**src/rtl/apb_irq_cnt_pkg.sv**
```systemverilog
// rtl/apb_irq_cnt_pkg.sv - shared types and register map constants for the APB interrupt counter array
package apb_irq_cnt_pkg;

    typedef enum logic [1:0] {
        ST_IDLE  = 2'd0,
        ST_COUNT = 2'd1,
        ST_PEND  = 2'd2
    } ch_state_t;

    // Decoded address window and per-channel register block size
    localparam int DEC_W    = 12;
    localparam int CH_SHIFT = 4;
    localparam int CH_IDX_W = DEC_W - CH_SHIFT;

    localparam logic [3:0] OFF_LOAD   = 4'h0;
    localparam logic [3:0] OFF_CTRL   = 4'h4;
    localparam logic [3:0] OFF_COUNT  = 4'h8;
    localparam logic [3:0] OFF_STATUS = 4'hC;

    localparam int CTRL_START  = 0;
    localparam int CTRL_IE     = 1;
    localparam int CTRL_RELOAD = 2;
    localparam int CTRL_ABORT  = 3;

    localparam int STAT_PENDING = 0;
    localparam int STAT_BUSY    = 1;

    // Every word-aligned offset inside a channel block is a real register
    function automatic logic off_mapped(input logic [3:0] off);
        return off[1:0] == 2'b00;
    endfunction

endpackage

```
**src/rtl/apb_irq_counter_array_if.sv**
```systemverilog
// rtl/apb_irq_counter_array_if.sv - APB bus bundle for the interrupt counter array
interface apb_irq_counter_array_if;
    logic        PSEL;
    logic        PENABLE;
    logic        PWRITE;
    logic [31:0] PADDR;
    logic [31:0] PWDATA;
    logic [31:0] PRDATA;
    logic        PREADY;
    logic        PSLVERR;

    modport master (
        output PSEL, PENABLE, PWRITE, PADDR, PWDATA,
        input  PRDATA, PREADY, PSLVERR
    );

    modport slave (
        input  PSEL, PENABLE, PWRITE, PADDR, PWDATA,
        output PRDATA, PREADY, PSLVERR
    );
endinterface

```
**src/rtl/irq_cnt_channel.sv**
```systemverilog
// rtl/irq_cnt_channel.sv - one down-counter channel with pending interrupt; AUTO_RELOAD_EN enables periodic reload
module irq_cnt_channel #(
    parameter int CNT_W = 16
) (
    input  logic             clk,
    input  logic             rst,
    input  logic             load_we,
    input  logic             ctrl_we,
    input  logic             status_we,
    input  logic [CNT_W-1:0] wdata,
    input  logic             ack,
    output logic [CNT_W-1:0] load,
    output logic [CNT_W-1:0] count,
    output logic             ie,
    output logic             reload,
    output logic             pending,
    output logic             busy,
    output logic             irq
);
    import apb_irq_cnt_pkg::*;

    ch_state_t state;
    logic      start;
    logic      abort;
    logic      clr;
    logic      expire;

    assign start  = ctrl_we & wdata[CTRL_START];
    assign abort  = ctrl_we & wdata[CTRL_ABORT];
    assign clr    = ack | (status_we & wdata[STAT_PENDING]);
    // A restart or abort on the terminal cycle pre-empts the expiry
    assign expire = (state == ST_COUNT) && (count == '0) && !start && !abort;

    assign busy = (state == ST_COUNT);
    assign irq  = pending & ie;

`ifdef AUTO_RELOAD_EN
    logic reload_q;
    assign reload = reload_q;
`else
    assign reload = 1'b0;
`endif

    // Register file, pending flag and IDLE/COUNT/PEND sequencing
    always_ff @(posedge clk or posedge rst) begin
        if (rst) begin
            state   <= ST_IDLE;
            load    <= '0;
            count   <= '0;
            ie      <= 1'b0;
            pending <= 1'b0;
`ifdef AUTO_RELOAD_EN
            reload_q <= 1'b0;
`endif
        end else begin
            if (load_we) begin
                load <= wdata;
            end
            if (ctrl_we) begin
                ie <= wdata[CTRL_IE];
`ifdef AUTO_RELOAD_EN
                reload_q <= wdata[CTRL_RELOAD];
`endif
            end
            // Setting on expiry wins over a simultaneous clear
            if (expire) begin
                pending <= 1'b1;
            end else if (clr) begin
                pending <= 1'b0;
            end
            if (abort) begin
                state <= ST_IDLE;
                count <= '0;
            end else begin
                case (state)
                    ST_IDLE: begin
                        if (start) begin
                            state <= ST_COUNT;
                            count <= load;
                        end
                    end
                    ST_COUNT: begin
                        if (start) begin
                            count <= load;
                        end else if (count == '0) begin
                            if (reload) begin
                                count <= load;
                            end else begin
                                state <= ST_PEND;
                            end
                        end else begin
                            count <= count - 1'b1;
                        end
                    end
                    ST_PEND: begin
                        if (clr) begin
                            state <= ST_IDLE;
                        end
                    end
                    default: state <= ST_IDLE;
                endcase
            end
        end
    end

endmodule

```
**src/rtl/apb_irq_counter_array.sv**
```systemverilog
// rtl/apb_irq_counter_array.sv - APB-mapped array of interrupt down-counters; AUTO_RELOAD_EN enables periodic mode
module apb_irq_counter_array #(
    parameter int NUM_CH = 4,
    parameter int CNT_W  = 16
) (
    input  logic                  PCLK,
    input  logic                  PRESET,
    apb_irq_counter_array_if.slave apb,
    input  logic [NUM_CH-1:0]     ack_in,
    output logic [NUM_CH-1:0]     irq_vec,
    output logic                  irq
);
    import apb_irq_cnt_pkg::*;

    logic                access;
    logic [CH_IDX_W-1:0] ch_idx;
    logic [3:0]          off;
    logic                mapped;
    logic                err;
    logic                wr_ok;
    logic                rd_ok;
    logic [31:0]         rdata;
    logic                unused_bits;

    logic [NUM_CH-1:0]   load_we;
    logic [NUM_CH-1:0]   ctrl_we;
    logic [NUM_CH-1:0]   status_we;
    logic [NUM_CH-1:0]   ie_a;
    logic [NUM_CH-1:0]   reload_a;
    logic [NUM_CH-1:0]   pend_a;
    logic [NUM_CH-1:0]   busy_a;
    logic [CNT_W-1:0]    load_a  [NUM_CH];
    logic [CNT_W-1:0]    count_a [NUM_CH];
    logic [31:0]         rd_val  [NUM_CH];

    assign access = apb.PSEL & apb.PENABLE;
    assign ch_idx = apb.PADDR[DEC_W-1:CH_SHIFT];
    assign off    = apb.PADDR[CH_SHIFT-1:0];
    assign mapped = (int'(ch_idx) < NUM_CH) && off_mapped(off);
    assign err    = access && (!mapped || (apb.PWRITE && off == OFF_COUNT));
    assign wr_ok  = access && apb.PWRITE && !err;
    assign rd_ok  = access && !apb.PWRITE && !err;

    // Reset forces the bus outputs low even while a transfer is presented
    assign apb.PREADY  = access & !PRESET;
    assign apb.PSLVERR = err & !PRESET;
    assign apb.PRDATA  = PRESET ? 32'd0 : rdata;
    assign irq         = |irq_vec;

    assign unused_bits = ^{apb.PADDR[31:DEC_W], apb.PWDATA};

    for (genvar c = 0; c < NUM_CH; c++) begin : g_ch
        logic hit;
        assign hit          = wr_ok && (ch_idx == CH_IDX_W'(c));
        assign load_we[c]   = hit && (off == OFF_LOAD);
        assign ctrl_we[c]   = hit && (off == OFF_CTRL);
        assign status_we[c] = hit && (off == OFF_STATUS);

        assign rd_val[c] =
            (off == OFF_LOAD)   ? 32'(load_a[c]) :
            (off == OFF_CTRL)   ? {29'd0, reload_a[c], ie_a[c], 1'b0} :
            (off == OFF_COUNT)  ? 32'(count_a[c]) :
            (off == OFF_STATUS) ? {30'd0, busy_a[c], pend_a[c]} : 32'd0;

        irq_cnt_channel #(.CNT_W(CNT_W)) u_ch (
            .clk       (PCLK),
            .rst       (PRESET),
            .load_we   (load_we[c]),
            .ctrl_we   (ctrl_we[c]),
            .status_we (status_we[c]),
            .wdata     (apb.PWDATA[CNT_W-1:0]),
            .ack       (ack_in[c]),
            .load      (load_a[c]),
            .count     (count_a[c]),
            .ie        (ie_a[c]),
            .reload    (reload_a[c]),
            .pending   (pend_a[c]),
            .busy      (busy_a[c]),
            .irq       (irq_vec[c])
        );
    end

    // Read mux: only a valid read access drives data, everything else reads zero
    always_comb begin
        rdata = 32'd0;
        if (rd_ok) begin
            for (int c = 0; c < NUM_CH; c++) begin
                if (ch_idx == CH_IDX_W'(c)) begin
                    rdata = rd_val[c];
                end
            end
        end
    end

endmodule

```
**src/flat_wrapper.sv**
```systemverilog
// flat-port wrapper written by rule: the top's interface ports become plain ports
module apb_irq_counter_array_flat import apb_irq_cnt_pkg::*;
#(
    parameter int NUM_CH = 4,
    parameter int CNT_W  = 16
)
  (PCLK, PRESET, ack_in, irq_vec, irq, apb_PSEL, apb_PENABLE, apb_PWRITE, apb_PADDR, apb_PWDATA, apb_PRDATA, apb_PREADY, apb_PSLVERR);
  apb_irq_counter_array_if apb_i ();
  input  logic PCLK;
  input  logic PRESET;
  input  logic [NUM_CH-1:0] ack_in;
  output logic [NUM_CH-1:0] irq_vec;
  output logic irq;
  input wire logic [$bits(apb_i.PSEL)-1:0] apb_PSEL;
  input wire logic [$bits(apb_i.PENABLE)-1:0] apb_PENABLE;
  input wire logic [$bits(apb_i.PWRITE)-1:0] apb_PWRITE;
  input wire logic [$bits(apb_i.PADDR)-1:0] apb_PADDR;
  input wire logic [$bits(apb_i.PWDATA)-1:0] apb_PWDATA;
  output wire logic [$bits(apb_i.PRDATA)-1:0] apb_PRDATA;
  output wire logic [$bits(apb_i.PREADY)-1:0] apb_PREADY;
  output wire logic [$bits(apb_i.PSLVERR)-1:0] apb_PSLVERR;
  assign apb_i.PSEL = apb_PSEL;
  assign apb_i.PENABLE = apb_PENABLE;
  assign apb_i.PWRITE = apb_PWRITE;
  assign apb_i.PADDR = apb_PADDR;
  assign apb_i.PWDATA = apb_PWDATA;
  assign apb_PRDATA = apb_i.PRDATA;
  assign apb_PREADY = apb_i.PREADY;
  assign apb_PSLVERR = apb_i.PSLVERR;
  apb_irq_counter_array #(.NUM_CH(NUM_CH), .CNT_W(CNT_W)) u_core (.PCLK(PCLK), .PRESET(PRESET), .apb(apb_i), .ack_in(ack_in), .irq_vec(irq_vec), .irq(irq));
endmodule
```
**config.mk**
```make
export PLATFORM = sky130hd
export DESIGN_NAME = apb_irq_counter_array_flat
export DESIGN_NICKNAME = d
export VERILOG_FILES = /design/src/rtl/apb_irq_cnt_pkg.sv /design/src/rtl/apb_irq_counter_array_if.sv /design/src/rtl/irq_cnt_channel.sv /design/src/rtl/apb_irq_counter_array.sv /design/src/flat_wrapper.sv
export SDC_FILE = /design/constraint.sdc
export NUM_CORES = 1
export LEC_CHECK = 0
export CAP_MARGIN = 0
export CORE_ASPECT_RATIO = 1.25
export CORE_MARGIN = 2
export CORE_UTILIZATION = 45
export CTS_CLUSTER_DIAMETER = 30
export CTS_CLUSTER_SIZE = 40
export DETAILED_ROUTE_END_ITERATION = 6
export PLACE_DENSITY = 0.67
export SLEW_MARGIN = 20
export SYNTH_ARGS = -nofsm -noshare
export SYNTH_HDL_FRONTEND = slang
export SYNTH_SLANG_ARGS = --single-unit
```
**constraint.sdc**
```tcl
create_clock -name PCLK -period 16 [get_ports PCLK]
set_clock_uncertainty 0.05 [all_clocks]
set_input_delay 4.8 -clock PCLK [delete_from_list [all_inputs] [get_ports PCLK]]
set_output_delay 4.8 -clock PCLK [all_outputs]
set_load 0.02 [all_outputs]
```
==> summary by stage, run 1 <==
Run status
The run finished with clean final reports.

Hold path
The worst hold-check path type is flop to flop.

Die
Row generation in the floorplan step produced 57 rows. The top-level port count is 112. The die covers roughly 21000 um2.

The initial standard-cell utilization of the core is between 40% and 50%. The height of the die is between 150 and 200 um. The area of the core region is 19500 um2. The die is approximately 130 um wide.

Timing
The final worst hold slack is ~460 ps. The measured slew at the worst slew-check pin is 1090 ps. The fraction of the cycle the final worst path needs is about 84%. The final hold violation count was 0. The relative slew slack is 27.0%. Setup repair after global routing left no endpoint under its margin. The clock period could shrink to 13420 ps.

Adding up every negative setup slack in the final design gives 0 ps. The count of final max-slew check failures was 0. The highest clock rate is roughly 75 MHz. Setup violations remaining at the end of the flow were counted as 0.

Synthesis
The synthesized design contains 0 enable-type register cells. The proportion of synthesized chip area in sequential cells is between 30% and 40%. The share of synthesized area in the top cell type comes to 39.9%. The largest area contributor in the synthesized netlist is dfrtp_1. The Yosys step of the flow raised 0 warnings. In the synthesized netlist, the number of instances is 939.

The mapped netlist covers roughly 9000 um2. The multiplexer share of the synthesized area is 16.6%. Yosys instantiated no cell more often than dfrtp_1. Of the total synthesized cell area, the portion taken by XOR and XNOR cells is 0.194%. Synthesis instantiated 64 different standard cells from the library. The per-instance average area after synthesis is 9.62 um2. By area the synthesized netlist is led by dfrtp_1 40%, mux2_2 9.7%, mux4_2 4.2%. After synthesis the netlist holds a flip-flop and latch count of ~140. The main combinational cell family by area after synthesis is simple AND/OR/NAND/NOR gates. For this run, asynchronously set or reset flops after synthesis account for between 90% and 100%. Summing the areas of all fa, ha and maj instances in the mapped netlist gives less than 1% of the synthesized area. Among all flip-flop cells after synthesis, the most frequent one is dfrtp_1. Sorting the synthesized cells by how often they occur yields 144 x dfrtp_1, 84 x nor2_1, 78 x mux2_2, 62 x a21oi_1, 50 x o21ai_0. Summing the areas of all compound-gate instances in the mapped netlist gives 18.2% of the synthesized area.

The synthesized netlist devotes between 10% and 20% of its cell area to simple gates.

Route
The wire length after detailed routing is slightly below 30000 um. The first routing iteration left just under 900 violations. The first-pass detailed-route iteration total is 5.

After detailed routing, the average wire length per cell comes to between 20 and 25 um. The via count normalized by instance count is 6.46. Across all layers, the routed design uses about 8000 vias.

The count of antenna-violating nets left after detailed routing is 0. After detailed routing, the number of remaining DRC violations is 0.

Critical path
The signal arrival time at the worst endpoint is about 8600 ps. The number of cells on the worst reg-to-reg path is 8. The kind of critical path is primary input to output pin. The launching element of the worst setup path is apb_PADDR[9]. Of all nets on the critical path, the largest fanout is 13.

STA classifies the critical path startpoint as a primary input. In this run the worst setup path terminates at apb_PRDATA[5]. The register-to-register setup slack is about 13000 ps. The reg-to-reg startpoint is u_core.g_ch[3].u_ch.count[0]$_DFFE_PP0P_. The kind of capture point of the worst setup path is an output pin. In this run the critical register-to-register path is captured at u_core.g_ch[3].u_ch.count[1]$_DFFE_PP0P_.

At the worst endpoint, the required time is around 11000 ps.

CTS
The number of clock buffers added by TritonCTS is 17. In this run the post-CTS setup repair buffer count came out at 0. The latest clock arrival within the worst-skew pair is ~430 ps. The maximum clock insertion buffer count is 2. The hold buffer count at cts is 0.

The H-tree was split into 4 levels. The total clock sinks is 144. TritonCTS built the clock tree. The number of gates given a new drive strength after cts is 0.

The clock root buffer master is clkbuf_16. The clock transition at the registers of the reported paths is roughly 70 ps.

Power
Dividing total power by cell area gives a power density of between 80 and 90 nW/um2. Across the VDD grid, the largest voltage drop is approximately 71 uV. In this run the static leakage power is roughly 0.0043 uW. The power consumption is roughly 870 uW.

Global route
The global routing usage summed across all routing layers is ~28%. Entering global routing, the biggest net connects 56 pins. The via count of the first global-routing pass is approximately 7700. The initial antenna violation count is 1.

The wire length of the first global-routing pass is around 45000 um. For this run the aggregate overflow at the end of global routing stands at 0.

Placement
The routability congestion estimate is about 0.95. The count of buffers inserted at the top-level ports is 59. Once detailed placement completed, the half-perimeter wirelength came to roughly 20000 um.

Layout
The area growth from synthesis to layout is 14.6%. The footprint of the multi-input gates is roughly 5000 um2. 0 antenna diodes ended up in the layout. The sequential standard cell area is roughly 3600 um2. The number of filler cells placed in the layout is around 1800. The final core area utilization is a little over half.

In the final design database the tool counted 1044 nets. The share of post-route cells with drive strength above 1 is ~17%.

Flow run
Max-cap violations in this run came to 0.
kinds of logic after synthesis:
logic type                 count (synthesis)
DFF                                      144
adders and majority gates                  4
xor gates and xnor gates                   2
muxes                                    119
and+or+nand+nor                          320
AOI/OAI and AO/OA                        247
buffers and inverters                    102
other                                      1
report_power, final:
group	internal [uW]	switching, uW	leakage (uW)
Sequential	364	0.463	0.00197
Clock	279	174	0.000317
Combinational	15.5	35.5	0.00206
Total	659	209	0.00435
stage by stage:
stage	setup slack (ps)	instance area, um2	cells
final	2580	10400	1245
after global routing	2260	10400	1245
after CTS	2540	10400	1245
after detailed placement	2530	9700	1213
after global placement	2650	9700	1213
after floorplan	913	9090	954
sequential cells by signal (all words and copies together), names as in the netlist:
register,flops
u_core.g_ch.u_ch.count,64
u_core.g_ch.u_ch.ie,4
u_core.g_ch.u_ch.load,64
u_core.g_ch.u_ch.pending,4
u_core.g_ch.u_ch.state,8
worst min-delay path by stage:
stage / startpoint / end / slack (ps) / cells after the start
after floorplan: u_core.g_ch[1].u_ch.pending$_DFFE_PP0P_ / u_core.g_ch[1].u_ch.pending$_DFFE_PP0P_ / 410 / 2
after global placement: u_core.g_ch[3].u_ch.count[13]$_DFFE_PP0P_ / u_core.g_ch[3].u_ch.count[13]$_DFFE_PP0P_ / 440 / 1
final: u_core.g_ch[3].u_ch.count[13]$_DFFE_PP0P_ / u_core.g_ch[3].u_ch.count[13]$_DFFE_PP0P_ / 460 / 1
after global routing: u_core.g_ch[3].u_ch.count[13]$_DFFE_PP0P_ / u_core.g_ch[3].u_ch.count[13]$_DFFE_PP0P_ / 480 / 1
after CTS: u_core.g_ch[3].u_ch.count[13]$_DFFE_PP0P_ / u_core.g_ch[3].u_ch.count[13]$_DFFE_PP0P_ / 460 / 1
after detailed placement: u_core.g_ch[3].u_ch.count[13]$_DFFE_PP0P_ / u_core.g_ch[3].u_ch.count[13]$_DFFE_PP0P_ / 450 / 1
area by class of cell:
| type | instances | share of cell area (%) |
|---|---|---|
| Timing Repair Buffer | 73 | 6.72 |
| Inverter | 23 | 0.882 |
| Clock inverter | 15 | 2.22 |
| Multi-Input combinational cell | 708 | 48.1 |
| Clock buffer | 17 | 4.11 |
| Sequential cell | 144 | 34.8 |
| Tap cell | 265 | 3.20 |
cells in the final DEF (no fill, tap or decap), types with 27 or more instances in the layout:
| cell type | n |
|---|---|
| dfrtp_1 | 144 |
| nor2_1 | 84 |
| mux2_2 | 78 |
| a21oi_1 | 62 |
| clkdlybuf4s50_1 | 59 |
| o21ai_0 | 50 |
| nor3_1 | 42 |
| nand2_1 | 41 |
| o2bb2ai_1 | 27 |
critical path, cell delays in order:
cell	delay, ps
clkdlybuf4s50_1	420
nor4_1	680
nand3_1	280
or3_1	480
or2_2	430
a2111oi_0	720
clkdlybuf4s50_1	760
layer usage:
layer | vias up | global-route usage, % | wire, um
met5 | - | 0 | 11
met4 | 2 | 11.7 | 1080
met3 | 74 | 4.80 | 2180
met2 | 406 | 43.0 | 13700
met1 | 3990 | 39.4 | 12000
li1 | 3571 | - | -
Power figures use the tool's default switching activity.
==> run 2, diff against run 1 <==
clock period = 12.8 ns   (was 16 ns; I/O delays follow)
==> run 2 against run 1 <==
  * Combinational power up 25%
  * Highest routed layer is now met4
  * Count of clock-buffer cells in the layout is 3 higher
  * Die area unchanged
  * Core utilization down 0.31 points
  * Global-route usage decreased by 0.19 points
  * Via count down 0.46%
  * Sequential share of layout area grew 0.20 points
  * Setup slack got worse by 1400 ps
  * Sequential power grew 25%
  * Worst hold slack improved by 6.9 ps
  * Routed wire length decreased by 0.60%
==> summary by stage, run 2 (same netlist as run 1, synthesis figures left out) <==
Run status
The run finished with clean final reports.

Timing
The setup TNS was 0 ps (unchanged). Setup repair after global routing left no endpoint under its margin. The measured slew at the worst slew-check pin is 1080 ps (-11.4 ps). The count of final max-slew check failures is 0 (unchanged). The fraction of the cycle the final worst path needs is ~91%. The relative slew slack is 27.9% (+0.93 points).

The final setup violation count is 0 (unchanged). The final hold violation count is 0 (unchanged). Derived from the worst setup path, the maximum achievable clock frequency is around 86 MHz. The post-route minimum period is between 10000 and 15000 ps.

Critical path
The worst setup path is launched from a primary input. The worst setup path is captured at an output pin. Among cell families on the critical path, the largest total delay comes from simple AND/OR/NAND/NOR gates. Among the stages of the critical path, the cell type that occurs most often is clkdlybuf4s50_1. The number of buffer and inverter instances along the worst setup path is 2 (unchanged). The critical path goes through clkdlybuf4s50_1 > nor4_1 > nand3_1 > or3_1 > or2_2 > a2111oi_0 > clkdlybuf4s50_1. The largest driver fanout on the critical path is 13 (unchanged). The data required time at the worst endpoint came to 8910 ps (-2240 ps). The worst stage delay on the critical path came to 760 ps (about the same). The signal arrival time at the worst endpoint is 7760 ps (-810 ps). The worst-path cell with the longest stage delay is nor4_1. The critical path in this run is classified as primary input to output pin.

Layout
The final core area utilization is 52.7% (-0.31 points). The net count reported at finish was 1042 (-0.19%). From synthesis to final layout, the design area changed by 14.0%.

The largest registers in the layout are u_core.g_ch.u_ch.count: 64 flops, u_core.g_ch.u_ch.load: 64 flops, u_core.g_ch.u_ch.state: 8 flops. Leaving out fill and tap cells, the most frequent cell in the layout is dfrtp_1. The share of post-route cells with drive strength above 1 came to 16.3% (-0.27 points).

The top cell types in the final layout, fill and taps aside, are 144 x dfrtp_1, 84 x nor2_1, 78 x mux2_2. The total inserted antenna cells is 0 (unchanged).

Route
The average wire per standard cell was 23.1 um (-0.44%). The remaining routing DRC violations is 0 (unchanged). The initial DRC count came to 822 (-5.4%). The via count normalized by instance count is 6.44 (-0.30%).

The wire length after detailed routing is 28700 um (-0.60%). The first-pass detailed-route iteration total is 6 (+1). The count of antenna-violating nets left after detailed routing came to 0 (unchanged). The total via count after detailed routing is 8006 (-0.46%).

CTS
The total clock buffers created by CTS was 17 (unchanged). The clock transition at the registers of the reported paths is 70 ps (about the same). The clock root buffer master is clkbuf_16. The count of buffers added by post-CTS timing repair for setup is 0 (unchanged). TritonCTS built the clock tree. The total clock sinks is 144 (unchanged). The number of gates given a new drive strength after cts was 0 (unchanged). The latest clock arrival within the worst-skew pair came to 430 ps (about the same). The hold buffer count at cts was 0 (unchanged).

The maximum level of the CTS H-tree is 4 (unchanged). The maximum clock insertion buffer count was 2 (unchanged).

Die
The top-level port count is 112 (unchanged). The number of cell rows is 57 (unchanged). The area of the core region came to 19500 um2 (unchanged). The horizontal die dimension was 131 um (unchanged). The die area came to 21200 um2 (unchanged). The initial standard-cell utilization of the core is 46.2% (unchanged). The height of the die is 162 um (unchanged).

Global route
The total global routing overflow came to 0 (unchanged). The largest net degree at the start of global routing is 76 (+36%). The via count of the first global-routing pass came to 7585 (-0.86%). The global routing usage summed across all routing layers is 27.9% (-0.19 points).

The wire length of the first global-routing pass came to 44700 um (-0.65%). The initial antenna violation count is 0 (-1).

Power
The maximum vdd ir drop was 91.0 uV (+27%). The total power divided by cell area is 101 nW/um2 (+21%). The leakage power of the design is 0.00430 uW (-1.1%).

Placement
The routability congestion estimate came to 0.950 (+0.27%). The placed wire-length estimate was 20300 um (+0.39%). The count of buffers inserted at the top-level ports is 59 (unchanged).

Hold path
The worst hold-check path type is flop to flop.

Flow run
The number of maximum-capacitance constraint violations is 0 (unchanged).
==> run 2: metrics by stage <==
| step | hold slack, ps | instances | power (uW) | area (um2) | setup WS, ps |
|---|---|---|---|---|---|
| floorplan | 410 | 954 | 500 | 9090 | 1300 |
| global route | 487 | 1243 | 1070 | 10300 | 1120 |
| detailed placement | 449 | 1211 | 528 | 9690 | 1370 |
| global placement | 439 | 1211 | 527 | 9680 | 1350 |
| CTS | 462 | 1243 | 1040 | 10300 | 1350 |
| finish | 471 | 1243 | 1040 | 10300 | 1150 |
==> run 2: cell type report <==
class	instances	area [um2]
tap	265	332
inverter	23	90.1
sequential	144	3600
clock inverter	12	159
timing repair buffer	71	681
clock buffer	20	447
fill	1835	9250
multi-input combinational	708	4980
==> run 2: worst register-to-register path, delay by kind of cell (launching register included) <==
family | cells | cell delay [ps]
buffers and inverters | 1 | 130
adders and majority gates | 1 | 220
DFF | 1 | 410
AOI/OAI and AO/OA | 2 | 530
and+or+nand+nor | 4 | 2160
==> run 2: routing by layer <==
| layer | GRT usage [%] | wire (um) |
|---|---|---|
| met2 | 44.0 | 13700 |
| met3 | 5.12 | 2040 |
| met1 | 38.7 | 12100 |
| met5 | 0 | 0 |
| met4 | 9.43 | 903 |
==> run 2: final timing paths <==
check / from / slack, ps / to / cells after the start
min in group asynchronous: PRESET / 3610 / u_core.g_ch[3].u_ch.load[8]$_DFFE_PP0P_ / 2
min: u_core.g_ch[3].u_ch.count[13]$_DFFE_PP0P_ / 470 / u_core.g_ch[3].u_ch.count[13]$_DFFE_PP0P_ / 1
max: apb_PADDR[9] / 1150 / apb_PRDATA[3] / 7
max in group asynchronous: PRESET / 7890 / u_core.g_ch[0].u_ch.load[3]$_DFFE_PP0P_ / 3
min reg2reg: u_core.g_ch[3].u_ch.count[13]$_DFFE_PP0P_ / 470 / u_core.g_ch[3].u_ch.count[13]$_DFFE_PP0P_ / 1
max reg2reg: u_core.g_ch[0].u_ch.count[0]$_DFFE_PP0P_ / 9140 / u_core.g_ch[0].u_ch.count[1]$_DFFE_PP0P_ / 8
==> run 2: report_power, final <==
part           leakage (uW)  switching [uW]  internal, uW
registers           0.00197           0.565           456
clock network      0.000279             210           313
logic               0.00204            44.4          19.3
